### src/rtl/mips_pkg.sv
// Shared MIPS encoding constants, encoder helpers and loader state type.
// Used by instr_encode and instr_encoder_loader.
package mips_pkg;

    localparam logic [3:0] OP_ADD = 4'd1;
    localparam logic [3:0] OP_SUB = 4'd2;
    localparam logic [3:0] OP_AND = 4'd3;
    localparam logic [3:0] OP_OR  = 4'd4;
    localparam logic [3:0] OP_SLT = 4'd5;
    localparam logic [3:0] OP_LW  = 4'd6;
    localparam logic [3:0] OP_SW  = 4'd7;
    localparam logic [3:0] OP_BEQ = 4'd8;
    localparam logic [3:0] OP_J   = 4'd9;

    localparam logic [5:0] OPC_RTYPE = 6'b000000;
    localparam logic [5:0] OPC_LW    = 6'b100011;
    localparam logic [5:0] OPC_SW    = 6'b101011;
    localparam logic [5:0] OPC_BEQ   = 6'b000100;
    localparam logic [5:0] OPC_J     = 6'b000010;

    localparam logic [5:0] FN_ADD = 6'b100000;
    localparam logic [5:0] FN_SUB = 6'b100010;
    localparam logic [5:0] FN_AND = 6'b100100;
    localparam logic [5:0] FN_OR  = 6'b100101;
    localparam logic [5:0] FN_SLT = 6'b101010;

    typedef enum logic [1:0] {
        ST_IDLE,
        ST_ACCEPT,
        ST_WRITE,
        ST_DONE
    } ld_state_t;

    function automatic logic [31:0] enc_r(
        input logic [4:0] rs,
        input logic [4:0] rt,
        input logic [4:0] rd,
        input logic [5:0] fn
    );
        return {OPC_RTYPE, rs, rt, rd, 5'd0, fn};
    endfunction

    function automatic logic [31:0] enc_i(
        input logic [5:0]  opc,
        input logic [4:0]  rs,
        input logic [4:0]  rt,
        input logic [15:0] imm
    );
        return {opc, rs, rt, imm};
    endfunction

endpackage

### src/rtl/instr_encode.sv
// Combinational descriptor-to-MIPS-word encoder.
// Unknown op types yield word 0 with illegal asserted.
module instr_encode
    import mips_pkg::*;
(
    input  logic [3:0]  op_type,
    input  logic [4:0]  rs,
    input  logic [4:0]  rt,
    input  logic [4:0]  rd,
    input  logic [15:0] imm,
    input  logic [25:0] target,
    output logic [31:0] word,
    output logic        illegal
);

    always_comb begin
        word    = 32'h0;
        illegal = 1'b0;
        unique case (op_type)
            OP_ADD:  word = enc_r(rs, rt, rd, FN_ADD);
            OP_SUB:  word = enc_r(rs, rt, rd, FN_SUB);
            OP_AND:  word = enc_r(rs, rt, rd, FN_AND);
            OP_OR:   word = enc_r(rs, rt, rd, FN_OR);
            OP_SLT:  word = enc_r(rs, rt, rd, FN_SLT);
            OP_LW:   word = enc_i(OPC_LW, rs, rt, imm);
            OP_SW:   word = enc_i(OPC_SW, rs, rt, imm);
            OP_BEQ:  word = enc_i(OPC_BEQ, rs, rt, imm);
            OP_J:    word = {OPC_J, target};
            default: illegal = 1'b1;
        endcase
    end

endmodule

### src/rtl/instr_encoder_loader.sv
// Streams op descriptors into instruction memory as MIPS words.
// Define ENC_ILLEGAL_TRAP_EN to abort a session on an illegal op.
module instr_encoder_loader
    import mips_pkg::*;
#(
    parameter int ADDR_W = 8
) (
    input  logic              clk,
    input  logic              rst,
    input  logic              start,
    input  logic [ADDR_W-1:0] base_addr,
    input  logic              in_valid,
    output logic              in_ready,
    input  logic [3:0]        in_op_type,
    input  logic [4:0]        in_rs,
    input  logic [4:0]        in_rt,
    input  logic [4:0]        in_rd,
    input  logic [15:0]       in_imm,
    input  logic [25:0]       in_target,
    input  logic              in_last,
    output logic              mem_we,
    output logic [ADDR_W-1:0] mem_addr,
    output logic [31:0]       mem_wdata,
    input  logic              mem_ack,
    output logic              busy,
    output logic              done,
    output logic [ADDR_W:0]   count,
    output logic              err
);

`ifdef ENC_ILLEGAL_TRAP_EN
    localparam logic TRAP_EN = 1'b1;
`else
    localparam logic TRAP_EN = 1'b0;
`endif

    ld_state_t state, state_n;

    logic [ADDR_W-1:0] addr_q;
    logic [31:0]       word_q;
    logic              last_q;
    logic [ADDR_W:0]   count_q;
    logic              err_q;

    logic [31:0] enc_word;
    logic        enc_illegal;
    logic        hs;
    logic        trap;
    logic        ack;

    instr_encode u_enc (
        .op_type (in_op_type),
        .rs      (in_rs),
        .rt      (in_rt),
        .rd      (in_rd),
        .imm     (in_imm),
        .target  (in_target),
        .word    (enc_word),
        .illegal (enc_illegal)
    );

    assign hs   = in_valid && (state == ST_ACCEPT);
    assign trap = TRAP_EN & enc_illegal;
    assign ack  = mem_ack && (state == ST_WRITE);

    always_ff @(posedge clk or posedge rst) begin
        if (rst) state <= ST_IDLE;
        else     state <= state_n;
    end

    always_comb begin
        state_n  = state;
        in_ready = 1'b0;
        mem_we   = 1'b0;
        done     = 1'b0;
        busy     = 1'b1;
        unique case (state)
            ST_IDLE: begin
                busy = 1'b0;
                if (start) state_n = ST_ACCEPT;
            end
            ST_ACCEPT: begin
                in_ready = 1'b1;
                if (in_valid) state_n = trap ? ST_DONE : ST_WRITE;
            end
            ST_WRITE: begin
                mem_we = 1'b1;
                if (mem_ack) state_n = last_q ? ST_DONE : ST_ACCEPT;
            end
            ST_DONE: begin
                done    = 1'b1;
                state_n = ST_IDLE;
            end
            default: state_n = ST_IDLE;
        endcase
    end

    always_ff @(posedge clk or posedge rst) begin
        if (rst) begin
            addr_q  <= '0;
            word_q  <= '0;
            last_q  <= 1'b0;
            count_q <= '0;
            err_q   <= 1'b0;
        end else begin
            if (state == ST_IDLE && start) begin
                addr_q  <= base_addr;
                count_q <= '0;
                err_q   <= 1'b0;
            end
            if (hs) begin
                if (trap) begin
                    err_q <= 1'b1;
                end else begin
                    word_q <= enc_word;
                    last_q <= in_last;
                end
            end
            if (ack) begin
                addr_q <= addr_q + 1'b1;
                if (count_q != '1) count_q <= count_q + 1'b1;
            end
        end
    end

    assign mem_addr  = addr_q;
    assign mem_wdata = word_q;
    assign count     = count_q;
    assign err       = err_q;

endmodule

### config.mk
export PLATFORM = sky130hd
export DESIGN_NAME = instr_encoder_loader
export DESIGN_NICKNAME = d
export VERILOG_FILES = /design/src/rtl/mips_pkg.sv /design/src/rtl/instr_encode.sv /design/src/rtl/instr_encoder_loader.sv
export SDC_FILE = /design/constraint.sdc
export NUM_CORES = 1
export LEC_CHECK = 0
export ABC_AREA = 0
export CAP_MARGIN = 10
export CELL_PAD_IN_SITES_DETAIL_PLACEMENT = 0
export CELL_PAD_IN_SITES_GLOBAL_PLACEMENT = 2
export CORE_MARGIN = 5
export CORE_UTILIZATION = 25
export DETAILED_ROUTE_END_ITERATION = 10
export GPL_ROUTABILITY_DRIVEN = 0
export PLACE_DENSITY = 0.87
export SLEW_MARGIN = 25
export SYNTH_ARGS = -nofsm -noshare
export SYNTH_HDL_FRONTEND = slang
export SYNTH_HIERARCHICAL = 1
export SYNTH_SLANG_ARGS = --single-unit
### constraint.sdc
create_clock -name clk -period 4 [get_ports clk]
set_input_delay 1 -clock clk [delete_from_list [all_inputs] [get_ports clk]]
set_output_delay 1 -clock clk [all_outputs]
set_load 0.01 [all_outputs]
-- Word level (Yosys, flattened, before mapping)
Index checks and enable logic that the tools add are counted.
Widths: inputs -> output; s select.
- add/sub/neg operators: 2
- eq/ne operators: 16
- multiplexer cells: 15
- reductions and logical operators: 6
- operators with widths (cell ; number):
    $pmux 32 s9 ; 1
    $mux 9 ; 3
    $eq 4x3->1 const B ; 4
    $mux 8 ; 2
    $add 9x1->9 const B ; 1
    $ne 9x9->1 const B ; 1
    $add 8x1->8 const B ; 1
    $eq 4x2->1 const B ; 2
    $eq 4x4->1 const B ; 2
    $mux 2 ; 4
    $pmux 2 s4 ; 1
    $ne 2x2->1 const B ; 3
    $eq 2x2->1 const B ; 2
    $eq 4x1->1 const B ; 1
    $mux 1 ; 4
    $logic_and 1x1->1 ; 3
    $reduce_and 3->1 ; 1
    $eq 2x1->1 const B ; 1
    $logic_not 2->1 ; 1
    $reduce_bool 2->1 ; 1
- bits in registers: 52
- input port bits: 75
- output and inout port bits: 54
- word-level logic and storage cells: 44

-- Depth between registers and ports, before layout
Gate-level depths: netlist of the first run.
- depth in word-level cells: 5
- depth in mapped cells: 7
- depth with buffers taken out: 6

-- By module
Netlist of the first run, hierarchy kept.
- modules (own cells, without submodules) (module ; instances ; cells an instance ; area each (µm²) ; seq. area each (µm²)):
    instr_encoder_loader ; 1 ; 175 ; 2312.2 ; 1301.2
    instr_encode ; 1 ; 82 ; 629.4 ; 0.0

-- Worst setup path after synthesis of the first run
No wires, ideal clock.
- path type: input to register
- from: input in_op_type[1]
- to: register word_q[11] (netlist: mem_wdata[11])
- library setup time: 0.125 ns
- arrival time: 2.285 ns
- required time: 3.875 ns
- setup slack: 1.591 ns
- cell stages on the path: 7
- path buffers: 3
- path through: buf_6 > and3b_4 > buf_6 > or2_4 > buf_6 > a221o_1 > mux2_2
- cells in the longest elaborated chain, start to end: 2
- ends and longest elaborated chain (what ; RTL line ; text):
    start, declared ; instr_encoder_loader.sv:14 ; input logic [3:0] in_op_type,
    $eq 4x4->1 (tied with other cells) ; instr_encode.sv:19 ; unique case (op_type)
    $pmux 32 s9 * ; instr_encode.sv:19 ;
    via enc_word[11] ; instr_encoder_loader.sv:45 ; logic [31:0] enc_word;
    end signal, assigned ; instr_encoder_loader.sv:115 ; word_q <= enc_word;
    end, declared ; instr_encoder_loader.sv:40 ; logic [31:0] word_q;
Mark *: on every way through the listed nets, which the timed path passes. The rest lies on a longest branch.
A chain may end at the register's enable or synchronous reset.

-- Final worst setup path of the first run
- from: input in_op_type[0]
- to: register word_q[0] (netlist: mem_wdata[0])
Same word-level chain as after synthesis.

==> run_results.csv, run 1 <==
group,metric,value,unit
timing,fin_crit_sh,0.734,
clock_tree,clk_latency,290,ps
setup_path,max_stage_delay,920,ps
finish,fin_nets,449,
drt,viasPerCell,4.88,
finish,final_common_cell,"clkdlybuf4s50_1",
synth,syn-instance-count,255,
timing,finalHoldViolations,0,
timing,final-setup-viol-count,0,
drt,drc_errors,0,
timing,rsz0062_at_grt,"false",
setup_path,cp-start-kind,"input pin",
die,fp.dieH,118,µm
clock_tree,htreeDepth,2,
setup_path,cp_top_family,"simple AND/OR/NAND/NOR gates",
finish,antennaDiodeCount,0,
drt,wire_per_inst,16.7,µm
drt,totalWireLength,8580,µm
setup_path,critPathBufInv,1,
timing,final.setup.tns,0,ps
timing,worst_slack,1060,ps
drt,antenna_left,0,
setup_path,crit_type,"input pin to flop",
clock_tree,clock_path_buffers,2,
synth,synth.avg_cell_area,11.5,µm²
setup_path,slowest_stage,"and4bb_1",
setup_path,endpoint_kind,"flop",
timing,fin_crit,2940,ps
global_route,antenna_found_initial,0,
pwr,p_leak,0.00194,µW
clock_tree,clock-root-buffer,"clkbuf_16",
synth,netlist_area,0.00293,mm²
die,die_w,118,µm
global_route,grt_pass1_vias,2768,
finish,final_cell_mix,"clkdlybuf4s50_1, dfrtp_1, mux2_2",
finish,area_growth,49.7,%
setup_path,critPathMaxFanout,24,
setup_path,crit_chain,"clkdlybuf4s50_1 > and4bb_1 > a22oi_1 > o31ai_1 > mux2_2",
die,die-area,0.0140,mm²
finish,final_util,0.382,
timing,holdWs,501,ps
timing,slew_headroom,0.346,
drt,wl_met1,3530,µm
clock_tree,cts_made_buffers,5,
finish,layout-drive-gt1-share,0.145,
pwr,powerDensity,562,mW/mm²
placed_design,io_buffers,127,
setup_path,crit_arrival,3160,ps
worst_hold_path,hold_class,"flop to flop",
clock_tree,cts.sinks,52,
timing,worst_pin_slew,981,ps
synth,yosysWarnings,6,
job,drv_cap,0,
global_route,grt_first_pass_wirelength,14200,µm
pwr,power,2460,µW
global_route,grt_usage,0.121,
timing,fmax,341,MHz
outcome,status,"complete, no violations",
global_route,gr-total-overflow,0,
setup_path,worstPathRequired,4230,ps
global_route,grt_max_degree,35,
drt,wl_met2,4280,µm
die,num_io_pins,129,
clock_tree,cts_hold_buffers,0,
die,row_count,39,
clock_tree,cts_setup_buffers,0,
drt,dr.pass1.iters,4,
drt,wl_met3,721,µm
placed_design,preCtsSetupSlack,742,ps
drt,dr_total_vias,2512,
placed_design,dp_hpwl,6510,µm
finish,fillers,1135,
die,fp.coreArea,0.0115,mm²
clock_tree,clkSlewWorstSetupHoldPaths,70,ps
drt,top_layer_used,"met4",
clock_tree,cts_resized,0,
clock_tree,cts_tree,"built",
synth,syn_nets,333,
drt,drtIter0Drc,167,
timing,drv_slew,0,
timing,skew,5.84,ps
pwr,ir_worst_vdd,0.000241,V
die,start_util,0.255,
==> path summary, 6_finish.rpt <==
check                         startpoint             to  slack [ps]  depth (start not counted)
max                        in_op_type[0]   mem_wdata[0]        1060                          5
min                               last_q       state[1]         500                          2
max reg2reg                     state[1]   mem_wdata[4]        1930                          3
min reg2reg                       last_q       state[1]         500                          2
max in group asynchronous            rst  mem_wdata[11]        2230                          3
min in group asynchronous            rst  mem_wdata[14]        1140                          2
==> flip-flops by register name, indices dropped and copies added, names as in the netlist <==
name and cells:
mem_addr 8, last_q 1, mem_wdata 32, count 9, state 2
==> report_power, final <==
| group | leakage [µW] | internal, µW | switching, µW |
|---|---|---|---|
| Clock | 0.0000712 | 250 | 186 |
| Combinational | 0.00120 | 682 | 430 |
| Sequential | 0.000670 | 737 | 178 |
| Total | 0.00194 | 1670 | 794 |
==> layer usage <==
layer | up-vias | track usage
li1 | 1183 | -
met1 | 1234 | 0.142
met2 | 91 | 0.212
met3 | 4 | 0.0473
met4 | 0 | 0.0194
met5 | - | 0
==> area by class of cell <==
cell class	instances	area, µm²	area share
multi-input cells	178	1450	0.330
inverters	4	15.0	0.00343
clock buffers	8	146	0.0334
flip-flops and latches	52	1300	0.297
well taps	143	179	0.0408
repair buffers	130	1290	0.295
==> worst min-delay path, delay by kind of cell, from the launching register on <==
family | cells | cell delay [ps]
flip-flops | 1 | 340
AO/OA/AOI/OAI | 1 | 70
AND/OR/NAND/NOR | 1 | 60
==> per-stage QoR <==
stage / std cells / cell area (µm²)
after CTS: 515 / 4380
after detailed placement: 507 / 4240
after floorplan: 255 / 2930
final: 515 / 4380
after global placement: 507 / 4240
after global routing: 515 / 4380
Note: power is estimated with default switching activity, not from simulation.
==> run 2: changes to the inputs <==
--- a/config.mk
+++ b/config.mk
@@ -10,10 +10,10 @@
 export CELL_PAD_IN_SITES_DETAIL_PLACEMENT = 0
 export CELL_PAD_IN_SITES_GLOBAL_PLACEMENT = 2
 export CORE_MARGIN = 5
-export CORE_UTILIZATION = 25
+export CORE_UTILIZATION = 23
 export DETAILED_ROUTE_END_ITERATION = 10
 export GPL_ROUTABILITY_DRIVEN = 0
-export PLACE_DENSITY = 0.87
+export PLACE_DENSITY = 0.85
 export SLEW_MARGIN = 25
 export SYNTH_ARGS = -nofsm -noshare
 export SYNTH_HDL_FRONTEND = slang
==> constraint.sdc (replaced) <==
create_clock -name clk -period 2.5 [get_ports clk]
set_input_delay 0.625 -clock clk [delete_from_list [all_inputs] [get_ports clk]]
set_output_delay 0.625 -clock clk [all_outputs]
set_load 0.01 [all_outputs]
==> run 2 against run 1 <==
  * Core utilization is 2.1 points lower
  * Power increased by 63%
  * Clock skew is 1.2 ps lower
  * Final area rose by 3.7%
  * Register-to-register slack worse by 1400 ps
  * Sequential power grew 57%
  * Die area rose by 7.9%
  * First-iteration DRC count rose by 5.4%
  * Clock power up 63%
  * Hold slack worse by 3.1 ps
  * Global-route usage fell by 0.26 points
  * Final cell count increased by 8.2%
==> run_results.csv, run 2 (synthesis gave the netlist of run 1 again) <==
group,metric,value,unit
timing,worst_pin_slew,681,ps
die,row_count,41,
timing,drv_slew,0,
timing,fin_crit_sh,0.870,
global_route,grt_usage,0.118,
finish,antennaDiodeCount,0,
die,num_io_pins,129,
outcome,status,"complete, no violations",
finish,fillers,1278,
clock_tree,cts_hold_buffers,0,
global_route,gr-total-overflow,0,
timing,rsz0062_at_grt,"false",
die,die_w,123,µm
pwr,powerDensity,884,mW/mm²
clock_tree,cts_tree,"built",
drt,top_layer_used,"met4",
finish,final_common_cell,"clkdlybuf4s50_1",
global_route,grt_max_degree,26,
timing,fmax,460,MHz
global_route,antenna_found_initial,0,
finish,final_cell_mix,"clkdlybuf4s50_1, dfrtp_1, mux2_2",
clock_tree,htreeDepth,2,
setup_path,critPathMaxFanout,8,
global_route,grt_pass1_vias,2727,
placed_design,place_area,0.00439,mm²
finish,regArea,0.00130,mm²
drt,totalWireLength,8820,µm
clock_tree,clock-root-buffer,"clkbuf_16",
drt,dr_total_vias,2540,
finish,area_growth,55.3,%
drt,drtIter0Drc,176,
job,drv_cap,0,
clock_tree,cts_setup_buffers,0,
clock_tree,clk_latency,290,ps
global_route,grt_first_pass_wirelength,14200,µm
drt,dr.pass1.iters,4,
finish,largest_register_ffs,32,
worst_hold_path,hold_class,"flop to flop",
finish,multiInputGateArea,0.00145,mm²
timing,final-setup-viol-count,0,
placed_design,io_buffers,127,
setup_path,cp-start-kind,"flop",
timing,fin_crit,2180,ps
drt,viasPerCell,4.56,
clock_tree,cts_resized,0,
pwr,ir_worst_vdd,0.000350,V
drt,wl_met2,4180,µm
finish,fin_nets,462,
clock_tree,cts_made_buffers,5,
clock_tree,cts.sinks,52,
drt,wl_met3,721,µm
timing,final.setup.tns,0,ps
drt,antenna_left,0,
timing,skew,4.63,ps
timing,slew_headroom,0.545,
die,die-area,0.0151,mm²
drt,drc_errors,0,
drt,wl_met1,3830,µm
finish,final_area,0.00454,mm²
setup_path,crit_chain,"or2_2 > clkdlybuf4s50_1",
setup_path,max_stage_delay,480,ps
setup_path,crit_type,"flop to output port",
finish,layout-drive-gt1-share,0.177,
setup_path,worstPathRequired,1880,ps
drt,wire_per_inst,15.8,µm
placed_design,dp_hpwl,6930,µm
die,start_util,0.233,
pwr,p_leak,0.00201,µW
die,fp.dieH,123,µm
setup_path,slowest_stage,"clkdlybuf4s50_1",
timing,finalHoldViolations,0,
setup_path,endpoint_kind,"output port",
die,fp.coreArea,0.0126,mm²
setup_path,crit_arrival,1550,ps
clock_tree,clkSlewWorstSetupHoldPaths,70,ps
clock_tree,clock_path_buffers,2,
## run 2: changes by cell type in the layout (fill, tap and decap cells not counted), sizes merged
cell	delta
clkbuf	-1
buf	+13
clkinvlp	+1
## run 2: final timing paths
check                         start            end  cells past startpoint  slack (ps)
max in group asynchronous       rst       count[7]                      3        1230
max reg2reg                count[3]       count[0]                      6         520
min in group asynchronous       rst  mem_wdata[12]                      2         660
max                        state[0]           busy                      2         320
min                        count[7]       count[7]                      1         500
min reg2reg                count[7]       count[7]                      1         500
## run 2: per-layer routing
layer | track usage | up-vias
met1 | 0.147 | 1226
met2 | 0.197 | 88
met4 | 0.0266 | 0
met5 | 0 | -
met3 | 0.0433 | 8
li1 | - | 1218
## run 2: worst max-delay path, delay by kind of cell (launching register included)
kind	cells	cell delay, ps
flops	1	450
buf+inv	1	480
simple gates	1	330
## run 2: final cells by class
cell class | count | share of cell area
Tap cell | 172 | 0.0474
Clock inverter | 1 | 0.00165
Timing Repair Buffer | 143 | 0.312
Sequential cell | 52 | 0.286
Multi-Input combinational cell | 178 | 0.318
Clock buffer | 7 | 0.0314
Inverter | 4 | 0.00330
## run 2: where the power goes
group | switching [µW] | leakage [µW] | internal [µW]
logic | 738 | 0.00127 | 1130
registers | 258 | 0.000670 | 1180
clock network | 309 | 0.0000701 | 400
## run 2: stage by stage
step	instances	worst slack, ps	total power, µW	hold WS (ps)	utilization
final	557	325	4020	498	0.362
after global routing	557	165	4280	527	0.362
after CTS	557	298	4100	499	0.362
after detailed placement	549	17.7	3360	485	0.350
after global placement	549	58.2	3330	476	0.350
after floorplan	255	466	2310	461	-
==> run 3: changes to the inputs <==
--- a/config.mk
+++ b/config.mk
@@ -10,12 +10,11 @@
 export CELL_PAD_IN_SITES_DETAIL_PLACEMENT = 0
 export CELL_PAD_IN_SITES_GLOBAL_PLACEMENT = 2
 export CORE_MARGIN = 5
-export CORE_UTILIZATION = 23
+export CORE_UTILIZATION = 22
 export DETAILED_ROUTE_END_ITERATION = 10
 export GPL_ROUTABILITY_DRIVEN = 0
 export PLACE_DENSITY = 0.85
-export SLEW_MARGIN = 25
+export SLEW_MARGIN = 20
 export SYNTH_ARGS = -nofsm -noshare
 export SYNTH_HDL_FRONTEND = slang
-export SYNTH_HIERARCHICAL = 1
 export SYNTH_SLANG_ARGS = --single-unit
==> run 3 against run 2 <==
  * Critical path depth stayed put
  * Worst setup slack worse by 99 ps
  * Hold slack worse by 13 ps
  * Power is 2.2% lower
  * Sequential power is 6% lower
  * Wire length is 5.1% higher
  * Sequential share of layout area is 0.86 points lower
  * Fmax is 4.3% lower
  * Die area is 2.6% higher
  * Via count is 7.6% higher
  * Highest routed layer unchanged
==> run_results.csv, run 3 <==
group,metric,value,unit
die,num_io_pins,129,
clock_tree,htreeDepth,2,
drt,totalWireLength,9270,µm
clock_tree,cts_made_buffers,5,
pwr,ir_worst_vdd,0.000298,V
finish,final_util,0.354,
pwr,p_leak,0.00181,µW
die,fp.coreArea,0.0127,mm²
global_route,grt_max_degree,51,
timing,fin_crit_sh,0.910,
timing,worst_slack,226,ps
global_route,antenna_found_initial,0,
setup_path,crit_type,"flop to output port",
global_route,grt-busiest-layer,"met2",
synth,synth_seq_cells,50,
timing,worst_pin_slew,566,ps
setup_path,timing.rr.end,"count[4]",
synth,synth_top_area_share,0.435,
job,drv_cap,0,
clock_tree,cts_setup_buffers,0,
synth,synthDistinctLibCells,63,
timing,slew_headroom,0.623,
clock_tree,clock_path_buffers,2,
die,die_w,124,µm
synth,synth.avg_cell_area,9.76,µm²
global_route,grt.met2_usage,0.184,
die,die-area,0.0155,mm²
finish,area_growth,56.5,%
timing,drv_slew,0,
drt,antenna_left,0,
setup_path,crit_end,"in_ready",
pwr,powerDensity,873,mW/mm²
clock_tree,cts_resized,0,
drt,dr_total_vias,2734,
global_route,gr-total-overflow,0,
clock_tree,clkSlewWorstSetupHoldPaths,70,ps
placed_design,dp_hpwl,7240,µm
timing,finalHoldViolations,0,
synth,yosysWarnings,0,
setup_path,startpoint,"state[1]",
setup_path,rr_worst_depth,7,
synth,syn-instance-count,295,
finish,antennaDiodeCount,0,
drt,drc_errors,0,
setup_path,rr_startpoint,"count[0]",
setup_path,critPathMaxFanout,8,
timing,fmax,440,MHz
worst_hold_path,hold_path_depth,2,
synth,synth_edf_count,0,
global_route,gr-usage-met1,0.157,
global_route,grt_usage,0.117,
global_route,grt_pass1_vias,2865,
clock_tree,cts_tree,"built",
placed_design,io_buffers,126,
finish,fin_nets,500,
setup_path,worstPathRequired,1880,ps
finish,fillers,1353,
global_route,grt_first_pass_wirelength,15300,µm
outcome,status,"complete, no violations",
placed_design,preCtsSetupSlack,214,ps
synth,synth_flop_cell,"dfrtp_1",
timing,skew,5.11,ps
timing,rsz0062_at_grt,"false",
drt,dr.pass1.iters,5,
synth,yosys-top-cells-count,"dfrtp_1, nand2_1, o21ai_1, a22oi_1, o21ai_0",
die,start_util,0.226,
setup_path,crit_arrival,1650,ps
timing,final.setup.tns,0,ps
drt,drtIter0Drc,167,
synth,yosysTopAreaCell,"dfrtp_1",
die,row_count,41,
clock_tree,cts.sinks,50,
synth,seq_area_frac_synth,0.435,
timing,fin_crit,2270,ps
global_route,grt_use_met3,0.0412,
worst_hold_path,hold_class,"flop to flop",
finish,layout-drive-gt1-share,0.116,
setup_path,endpoint_kind,"output port",
setup_path,r2r_slack,510,ps
timing,final-setup-viol-count,0,
finish,final_common_cell,"clkdlybuf4s50_1",
finish,largest_register_ffs,30,
drt,wire_per_inst,15.6,µm
finish,final_cell_mix,"clkdlybuf4s50_1, dfrtp_1, nand2_1",
timing,holdWs,485,ps
synth,netlist_area,0.00288,mm²
synth,async_reset_ff_frac,1.00,
clock_tree,cts_hold_buffers,0,
synth,synth.most_common_cell,"dfrtp_1",
clock_tree,clock-root-buffer,"clkbuf_16",
die,fp.dieH,124,µm
clock_tree,clk_latency,280,ps
drt,viasPerCell,4.59,
setup_path,cp-start-kind,"flop",
synth,ys_top_cells_by_area,"dfrtp_1, nand2_1, a22oi_1, o21ai_1, mux2_2",
==> run 3: stage by stage <==
stage	total power [µW]	cell area (µm²)	std cells
2_1_floorplan	2160	2880	296
3_3_place_gp	3150	4340	587
3_5_place_dp	3180	4340	587
4_1_cts	4000	4500	595
5_1_grt	4210	4500	595
6_report	3930	4500	595
==> run 3: worst min path at each step <==
stage	from	end
2_1_floorplan	last_q	state[1]
3_3_place_gp	mem_wdata[27]	mem_wdata[27]
3_5_place_dp	mem_wdata[7]	mem_wdata[7]
4_1_cts	mem_wdata[5]	mem_wdata[5]
5_1_grt	mem_wdata[6]	mem_wdata[6]
6_report	mem_wdata[5]	mem_wdata[5]
==> run 3: final cells by class <==
| class | instances | area [µm²] | share of cell area |
|---|---|---|---|
| multi-input combinational | 215 | 1450 | 0.322 |
| tap | 172 | 215 | 0.0478 |
| clock buffer | 5 | 125 | 0.0278 |
| inverter | 10 | 37.5 | 0.00833 |
| sequential | 50 | 1250 | 0.278 |
| clock inverter | 3 | 43.8 | 0.00972 |
| timing repair buffer | 140 | 1380 | 0.306 |
==> run 3: cells by family after synthesis <==
group                    count (synthesis)  synth area share
adder cells (fa/ha/maj)                  3            0.0130
other                                    1           0.00130
flip-flops                              50             0.435
AND/OR/NAND/NOR                         96             0.179
multiplexers                            13            0.0483
XOR/XNOR                                 4            0.0148
AO/OA/AOI/OAI                           97             0.247
buffers and inverters                   31            0.0617
==> run 3: where the power goes <==
group	switching, µW	internal (µW)
Combinational	807	977
Clock	312	475
Sequential	250	1110
==> run 3: per-layer routing <==
metal / routed length [µm] / vias up
li1: - / 1338
met1: 4340 / 1302
met2: 4220 / 90
met3: 645 / 4
met4: 67 / 0
met5: 0 / -
==> run 3: worst max-delay path, stage by stage, from the launching register on <==
cell,delay (ps)
dfrtp_1,470
nor2b_1,280
clkdlybuf4s50_1,610
